$ cat config.mk
export PLATFORM = sky130hd
export DESIGN_NAME = ecl_scan_scheduler
export DESIGN_NICKNAME = d
export VERILOG_FILES = /design/src/rtl/ecl_scan_scheduler.sv
export SDC_FILE = /design/constraint.sdc
export NUM_CORES = 1
export LEC_CHECK = 0
export CAP_MARGIN = 5
export CORE_MARGIN = 1
export CORE_UTILIZATION = 55
export CTS_BUF_LIST = sky130_fd_sc_hd__clkbuf_8 sky130_fd_sc_hd__clkbuf_16
export DETAILED_ROUTE_END_ITERATION = 7
export DONT_BUFFER_PORTS = 1
export GPL_TIMING_DRIVEN = 0
export MAX_ROUTING_LAYER = met4
export PLACE_DENSITY = 0.74
export SETUP_SLACK_MARGIN = 0.15
export SLEW_MARGIN = 20
export SYNTH_ARGS = -nofsm -noshare
export SYNTH_HDL_FRONTEND = slang
export SYNTH_SLANG_ARGS = --single-unit
$ cat constraint.sdc
create_clock -name clk -period 2.5 [get_ports clk]
set_input_delay 0.375 -clock clk [delete_from_list [all_inputs] [get_ports clk]]
set_output_delay 0.375 -clock clk [all_outputs]
set_load 0.005 [all_outputs]
$ cat src/rtl/ecl_scan_scheduler.sv
// ecl_scan_scheduler: sequences the IR proximity scan one transmitter at a time.
// Each slot is a whole number of carrier half-periods (HP). The enabled emitter
// sends a modulated burst at the start of the slot. The receiver gate opens after
// a masking window. A one-clock slot_end pulse marks each slot boundary, and the
// scan holds dark while the reporter is still busy with the previous slot.
// Handshake: report_busy is level-sensitive and is sampled only on carrier edges
// at a slot boundary or while holding. The scan leaves HOLD on the first carrier
// edge that sees it low; no acknowledge is returned to the reporter.
module ecl_scan_scheduler #(
  parameter int kClockHz         = 25_000_000,
  parameter int kModulationHz    = 38000,
  parameter int kTxCount         = 12,
  parameter int kBurstMillis     = 20,
  parameter int kRepeatMillis    = 30,
  parameter int kRxMaskingMillis = 5
) (
  input  logic                clk,
  input  logic                rst,
  input  logic                run,
  input  logic [kTxCount-1:0] tx_enable_mask,
  input  logic                report_busy,
  output logic [kTxCount-1:0] ir_tx,
  output logic                mod_phase,
  output logic                rx_gate,
  output logic                slot_end,
  output logic [3:0]          slot_tx,
  output logic [7:0]          stall_count,
  output logic [1:0]          dbg_state
);

  localparam int kHalfDiv  = kClockHz / kModulationHz / 2;
  localparam int kBurstHP  = kBurstMillis * 2 * kModulationHz / 1000;
  localparam int kRepeatHP = kRepeatMillis * 2 * kModulationHz / 1000;
  localparam int kMaskHP   = kRxMaskingMillis * 2 * kModulationHz / 1000;
  localparam int kDivW     = (kHalfDiv > 1) ? $clog2(kHalfDiv) : 1;
  localparam int kHpW      = (kRepeatHP > 1) ? $clog2(kRepeatHP) : 1;

  localparam logic [kDivW-1:0] kDivLast  = kDivW'(kHalfDiv - 1);
  localparam logic [kHpW-1:0]  kHpLast   = kHpW'(kRepeatHP - 1);
  localparam logic [kHpW-1:0]  kBurstEnd = kHpW'(kBurstHP);
  localparam logic [kHpW-1:0]  kMaskEnd  = kHpW'(kMaskHP);

  typedef enum logic [1:0] {
    S_IDLE = 2'd0,
    S_SLOT = 2'd1,
    S_HOLD = 2'd2
  } state_t;

  state_t              r_state;
  state_t              w_state_nxt;
  logic [kDivW-1:0]    r_div;
  logic [kHpW-1:0]     r_hp;
  logic [kHpW-1:0]     w_hp_nxt;
  logic [3:0]          r_cur_tx;
  logic [3:0]          w_cur_nxt;
  logic                r_mod_phase;
  logic [kTxCount-1:0] r_ir_tx;
  logic                r_rx_gate;
  logic                r_slot_end;
  logic [3:0]          r_slot_tx;
  logic [7:0]          r_stall_count;
  logic                w_mod_edge;
  logic                w_can_go;
  logic                w_slot_done;
  logic                w_stall_inc;
  logic [kTxCount-1:0] w_onehot;

  // Lowest enabled transmitter index (0 when the mask is empty).
  function automatic logic [3:0] f_lowest(input logic [kTxCount-1:0] m);
    f_lowest = '0;
    for (int i = kTxCount - 1; i >= 0; i--) begin
      if (m[i]) f_lowest = 4'(i);
    end
  endfunction

  // Next enabled index above cur, wrapping to the lowest enabled index.
  function automatic logic [3:0] f_next(input logic [kTxCount-1:0] m,
                                        input logic [3:0] cur);
    logic found;
    found  = 1'b0;
    f_next = f_lowest(m);
    for (int i = 0; i < kTxCount; i++) begin
      if (!found && m[i] && (4'(i) > cur)) begin
        f_next = 4'(i);
        found  = 1'b1;
      end
    end
  endfunction

  assign w_mod_edge = (r_div == kDivLast);
  assign w_can_go   = run && (|tx_enable_mask);
  assign w_onehot   = {{(kTxCount-1){1'b0}}, 1'b1} << r_cur_tx;

  // Carrier divider and phase: free-running, never gated by the FSM.
  always_ff @(posedge clk or posedge rst) begin
    if (rst) begin
      r_div       <= '0;
      r_mod_phase <= 1'b0;
    end else if (w_mod_edge) begin
      r_div       <= '0;
      r_mod_phase <= ~r_mod_phase;
    end else begin
      r_div <= r_div + kDivW'(1);
    end
  end

  // Next-state logic: every transition is qualified by the carrier edge.
  always_comb begin
    w_state_nxt = r_state;
    w_hp_nxt    = r_hp;
    w_cur_nxt   = r_cur_tx;
    w_slot_done = 1'b0;
    w_stall_inc = 1'b0;
    if (w_mod_edge) begin
      case (r_state)
        S_IDLE: begin
          if (w_can_go) begin
            w_state_nxt = S_SLOT;
            w_hp_nxt    = '0;
            w_cur_nxt   = f_lowest(tx_enable_mask);
          end
        end
        S_SLOT: begin
          if (r_hp == kHpLast) begin
            w_slot_done = 1'b1;
            if (!w_can_go) begin
              w_state_nxt = S_IDLE;
            end else if (report_busy) begin
              w_state_nxt = S_HOLD;
              w_stall_inc = 1'b1;
            end else begin
              w_hp_nxt  = '0;
              w_cur_nxt = f_next(tx_enable_mask, r_cur_tx);
            end
          end else begin
            w_hp_nxt = r_hp + kHpW'(1);
          end
        end
        S_HOLD: begin
          if (!report_busy) begin
            if (!w_can_go) begin
              w_state_nxt = S_IDLE;
            end else begin
              w_state_nxt = S_SLOT;
              w_hp_nxt    = '0;
              w_cur_nxt   = f_next(tx_enable_mask, r_cur_tx);
            end
          end
        end
        default: w_state_nxt = S_IDLE;
      endcase
    end
  end

  // FSM state, HP counter and current transmitter registers.
  always_ff @(posedge clk or posedge rst) begin
    if (rst) begin
      r_state  <= S_IDLE;
      r_hp     <= '0;
      r_cur_tx <= '0;
    end else begin
      r_state  <= w_state_nxt;
      r_hp     <= w_hp_nxt;
      r_cur_tx <= w_cur_nxt;
    end
  end

  // Registered outputs: emitter drive, receiver gate, slot marker, stall counter.
  always_ff @(posedge clk or posedge rst) begin
    if (rst) begin
      r_ir_tx       <= '0;
      r_rx_gate     <= 1'b0;
      r_slot_end    <= 1'b0;
      r_slot_tx     <= '0;
      r_stall_count <= '0;
    end else begin
      r_ir_tx    <= (r_state == S_SLOT && r_hp < kBurstEnd && r_mod_phase) ? w_onehot : '0;
      r_rx_gate  <= (r_state == S_SLOT) && (r_hp >= kMaskEnd) && !w_slot_done;
      r_slot_end <= w_slot_done;
      if (w_slot_done) r_slot_tx <= r_cur_tx;
      if (w_stall_inc && r_stall_count != 8'hFF) r_stall_count <= r_stall_count + 8'd1;
    end
  end

  assign ir_tx       = r_ir_tx;
  assign mod_phase   = r_mod_phase;
  assign rx_gate     = r_rx_gate;
  assign slot_end    = r_slot_end;
  assign slot_tx     = r_slot_tx;
  assign stall_count = r_stall_count;
  assign dbg_state   = r_state;

endmodule

# Yosys cells after proc, flatten, opt, wreduce, memory -nomap -nowiden
# Cells that the tools add are included.
totals:
  ff_bits: 54
  in_bits: 16
  out_inout_bits: 29
  wordCells: 308
classes:
  add_sub_neg: 3
  magnitude_cmp: 14
  eq_ne: 14
  n_shift: 1
  mux: 185
  bitwise_logic: 1
  reduce_logical: 80
ops:
  columns: ["operator", "count"]
  rows:
  - ["two-way mux 4 bit", 41]
  - ["two-way mux 1 bit", 129]
  - ["two-way mux 12 bit", 6]
  - ["logical AND 1 bit", 51]
  - ["case mux 12 bit (3 select lines)", 1]
  - ["logical NOT 1 bit", 23]
  - ["greater-than comparator 3 x 4 -> 1 bit, first input constant", 4]
  - ["greater-than comparator 4 bit, first input constant", 4]
  - ["adder 12 x 1 -> 12 bit, second input constant", 1]
  - ["equality test 12 bit, second input constant", 1]
  - [">= comparator 12 x 9 -> 1 bit, second input constant", 1]
  - ["< comparator 12 x 11 -> 1 bit, second input constant", 1]
  - ["!= test 2 bit, second input constant", 6]
  - ["case mux 4 bit (3 select lines)", 1]
  - ["OR reduction 12 bit", 1]
  - ["<< shifter 1 x 4 -> 12 bit, first input constant", 1]
  - ["two-way mux 2 bit", 5]
  - ["AND reduction 5 bit", 2]
  - ["adder 9 x 1 -> 9 bit, second input constant", 1]
  - ["equality test 9 bit, second input constant", 1]
  - ["two-way mux 9 bit", 1]
  - ["!= test 3 bit, second input constant", 3]
  - ["adder 8 x 1 -> 8 bit, second input constant", 1]
  - ["greater-than comparator 1 x 4 -> 1 bit, first input constant", 2]
  - ["9 further kinds", 10]

# Depth between registers and ports, before layout
logic_depth:
  ltp_word: 106
  depth_mapped: 8
  ltp_nobuf: 7

# Worst setup path after synthesis
# Ideal clock, no wire load.
synth_path:
  path_kind: "in2reg"
  startpoint: "input port tx_enable_mask[8]"
  endpoint: "register r_cur_tx[1]"
  setup_time_ns: 0.128
  arrival_time_ns: 1.864
  required_ns: 2.372
  path_slack_ns: 0.507
  path_stages: 6
  path_buffers: 0
  path_cell_list: "or4_4 o31ai_4 o32ai_1 o2111a_2 o21ai_0 o22ai_1"
synth_between:
  elab_chain_cells: 34
  elab_cells_between_ends: 100
  cone_classes: "3 x eq/ne; 72 x mux; 25 x reduce/logical"
synth_lines:
  columns: ["item", "line", "source"]
  rows:
  - ["start, declared", "20", "input logic [kTxCount-1:0] tx_enable_mask,"]
  - ["logical AND 1 bit (2 in a row)", "83", "if (!found && m[i] && (4'(i) > cur)) begin"]
  - ["two-way mux 1 bit", "83", null]
  - ["two-way mux 1 bit", "128", "end else if (report_busy) begin"]
  - ["two-way mux 1 bit", "126", "if (!w_can_go) begin"]
  - ["two-way mux 1 bit", "124", "if (r_hp == kHpLast) begin"]
  - ["two-way mux 1 bit", "115", "case (r_state)"]
  - ["two-way mux 1 bit", "114", "if (w_mod_edge) begin"]
  - ["logical NOT 1 bit", "83", null]
  - ["[... 16 more ...]", null, null]
  - ["two-way mux 1 bit", "114", null]
  - ["logical NOT 1 bit", "83", null]
  - ["logical AND 1 bit (2 in a row)", "83", null]
  - ["two-way mux 4 bit", "83", null]
  - ["two-way mux 4 bit", "128", null]
  - ["two-way mux 4 bit", "126", null]
  - ["two-way mux 4 bit", "124", null]
  - ["case mux 4 bit (3 select lines)", "115", null]
  - ["end signal, assigned", "164", "r_cur_tx <= w_cur_nxt;"]
  - ["end, declared", "54", "logic [3:0] r_cur_tx;"]
# Parallel ways exist; a longest one is shown, timed or not. The select of a mux whose other input is x is not followed.
# A chain may end at the register's enable or synchronous reset.

# Final worst setup path
layout_path:
  startpoint: "register r_cur_tx[0]"
  endpoint: "register r_cur_tx[0]"
layout_between:
  elab_chain_cells: 106
  elab_cells_between_ends: 228
  cone_classes: "12 x order compare; 149 x mux; 67 x reduce/logical"
layout_lines:
  columns: ["item", "line"]
  rows:
  - ["greater-than comparator 1 x 4 -> 1 bit", "83"]
  - ["logical AND 1 bit", "83"]
  - ["two-way mux 1 bit", "83"]
  - ["two-way mux 1 bit", "128"]
  - ["two-way mux 1 bit", "126"]
  - ["two-way mux 1 bit", "124"]
  - ["two-way mux 1 bit", "115"]
  - ["two-way mux 1 bit", "114"]
  - ["[... 89 more ...]", null]
  - ["two-way mux 1 bit", "114"]
  - ["logical NOT 1 bit", "83"]
  - ["logical AND 1 bit (2 in a row)", "83"]
  - ["two-way mux 4 bit", "83"]
  - ["two-way mux 4 bit", "128"]
  - ["two-way mux 4 bit", "126"]
  - ["two-way mux 4 bit", "124"]
  - ["case mux 4 bit (3 select lines) *", "115"]
# Mark *: on every way between the ends. The rest lies on a longest branch, timed or not. The select of a mux whose other input is x is not followed.

==> impl_metrics.ini <==
[synth]
synth-seq-cells = 54
synth_top_area_share_pct = 43.53
ys_async_sr_fraction_pct = 100.0
synth_cells = 328
ys_warn_count = 0
netlist_area_sq_mm = 0.003104
synth_top_flop_cell = dfrtp_1
synth_edf_count = 0
avgSynthCellArea_sq_um = 9.464
synthTopCellsByArea = dfrtp_1 (44%), nor2_1 (4.0%), ha_1 (3.2%)
synth_top_cell_by_area = dfrtp_1
seq_area_frac_synth_pct = 43.53
synth_cell_types = 63
syn-num-nets = 352

[worst_setup_path]
path_buf_inv = 0
crit_required_ns = 2.69
crit_type = flip-flop to flip-flop
cp.arrival_ns = 2.38
cpPeakStageDelay_ns = 0.50
start_kind = flip-flop
cp-end-kind = flip-flop
slowest_stage = dfrtp_1
crit_fanout = 8
crit_family = compound AO/OA/AOI/OAI gates
cp_cell_sequence = a21boi_0 > or4b_1 > a211oi_1 > nor3_1 > a222oi_1 > a21oi_1

[clock_network]
cts_tree = yes
clk_pin_slew_ns = 0.11
clock_path_buffers = 2
cts_root_buffer = clkbuf_8
clk_latency_ns = 0.31
clock_sinks = 54
cts_made_buffers = 5
ctsHoldBuffers = 0
htree_num_levels = 2

[global_routing]
grt_first_pass_wirelength_microns = 11900
antenna_found_initial = 0
grt_overflow_total = 0
grt_usage_pct = 25.65
grt_start_max_net_pins = 29
grt_pass1_vias = 2572

[timing]
slew_headroom_pct = 60.78
tightest_slew_ns = 0.5875
min_period_ns = 2.193
period_share_pct = 87.74
rsz0062_at_grt = no
fmax_ghz = 0.4559
fin_setup_tns_ns = 0
whs_ns = -0.009110
drv_slew = 0
finalSetupViolCount = 0
clock_skew_ns = 0.005411
hold_violations = 24

[detailed_routing]
vias = 2560
via_per_inst = 6.275
initialDrtViolationCount = 145
drcViolationCount = 0
wl_per_cell_microns = 17.22
routed_wirelength_microns = 7025
top_layer = met4
met3_length_microns = 362
routed-wl-met2_microns = 3417
wl_met1_microns = 3154
drtPass1Iterations = 5
antenna_left = 0

[final_layout]
fin_nets = 361
antenna_cells = 0
finish.instance_area_sq_mm = 0.003351
fill_cells = 453
final_cell_mix = dfrtp_1 (54), nor2_1 (33), inv_1 (21), nand2_1 (21), o21ai_0 (20)
final_core_util_pct = 63.58
drive_gt1_share_pct = 12.13
area_delta_synth_final_pct = 7.940
layout_commonest_cell = dfrtp_1

[power_and_ir_drop]
powerDensity_mw_per_mm2 = 437.1
ir_drop_mv = 0.2805
p_leak_uw = 0.001408

[die]
row_count = 26
die_h_microns = 77.13
pin_count = 45
fp.dieArea_sq_mm = 0.005948
core_region_area_sq_mm = 0.005270
initial_core_util_pct = 58.90
die_x_microns = 77.13

[placement]
gp_congestion = 0.8901
portBuffers = 0
post_dp_cell_area_sq_mm = 0.003212
dp_hpwl_microns = 5047

[outcome]
violations = negative hold slack
outcome = finished, violations left

[job]
drv_cap = 0

[min_path]
hold_path.class = primary input to asynchronous set/reset pin
[power breakdown]
| group | internal (uW) | leakage [uW] | switching, uW | total, uW |
|---|---|---|---|---|
| clock | 208 | 0.0000502 | 316 | 525 |
| sequential | 873 | 0.000730 | 0 | 873 |
| combinational | 26.1 | 0.000628 | 41.1 | 67.2 |
[state kept, by name (all words and copies together) (netlist names)]
name,count
rx_gate,1
slot_end,1
dbg_state,2
stall_count,8
r_div,9
ir_tx,12
mod_phase,1
r_cur_tx,4
r_hp,12
slot_tx,4
[cell families (layout without fill, tap and decap cells)]
group / count (synthesis) / after routing / share of synthesized area [%]
compound gates: 84 / 84 / 19.63
mux: 6 / 6 / 2.136
fa+ha+maj: 8 / 8 / 3.225
simple gates: 133 / 133 / 23.66
buf+inv: 30 / 40 / 4.151
flops: 54 / 54 / 43.53
xor+xnor: 13 / 13 / 3.668
[stage by stage]
stage	setup WS (ns)	cells	hold slack, ns	power (uW)
floorplan	0.5073	328	0.4241	942.2
global placement	0.2385	398	0.4459	953.7
detailed placement	0.1975	399	0.3575	958.5
CTS	0.1716	407	0.01073	1472
global route	0.1436	408	0.02601	1517
finish	0.3066	408	-0.009110	1465
[final cells by class]
cell class                      count  area [sq um]  area share, %
Tap cell                           70         87.58          2.614
Timing Repair Buffer                2         27.53         0.8215
Buffer                              8         48.80          1.456
Inverter                           22         82.58          2.465
Clock inverter                      3         28.78         0.8589
Sequential cell                    54          1351          40.33
Multi-Input combinational cell    244          1655          49.40
Clock buffer                        5         68.82          2.054
[synth_stat cells, types with 6 or more instances]
master	n
o41ai_1	6
o21ai_0	20
dfrtp_1	54
and3_1	8
o31ai_1	10
nor2b_1	6
nand2b_1	10
nand2_1	22
ha_1	8
inv_1	22
xnor2_1	8
nor3_1	10
a21oi_1	11
nand3_1	16
nor2_1	33
[final timing paths]
path | from | endpoint | slack (ns) | cells after the start
max | r_cur_tx[0] | r_cur_tx[0] | 0.31 | 6
min | rst | stall_count[4] | -0.009 | 1
max reg2reg | r_cur_tx[0] | r_cur_tx[0] | 0.31 | 6
min reg2reg | r_div[0] | r_div[0] | 0.47 | 1
max in group asynchronous | rst | r_hp[4] | 1.96 | 2
min in group clk | run | dbg_state[1] | 0.26 | 2
[per-layer routing]
metal,global-route usage (%),vias to the layer above
met2,41.24,74
met4,8.491,0
li1,-,1221
met5,-,-
met3,5.357,7
met1,32.23,1258
[repair_timing]
action | CTS | global route
setup endpoints to repair | 0 | 17
gates resized for setup | 0 | 10
setup buffers | 0 | 1
Power figures use the tool's default switching activity.
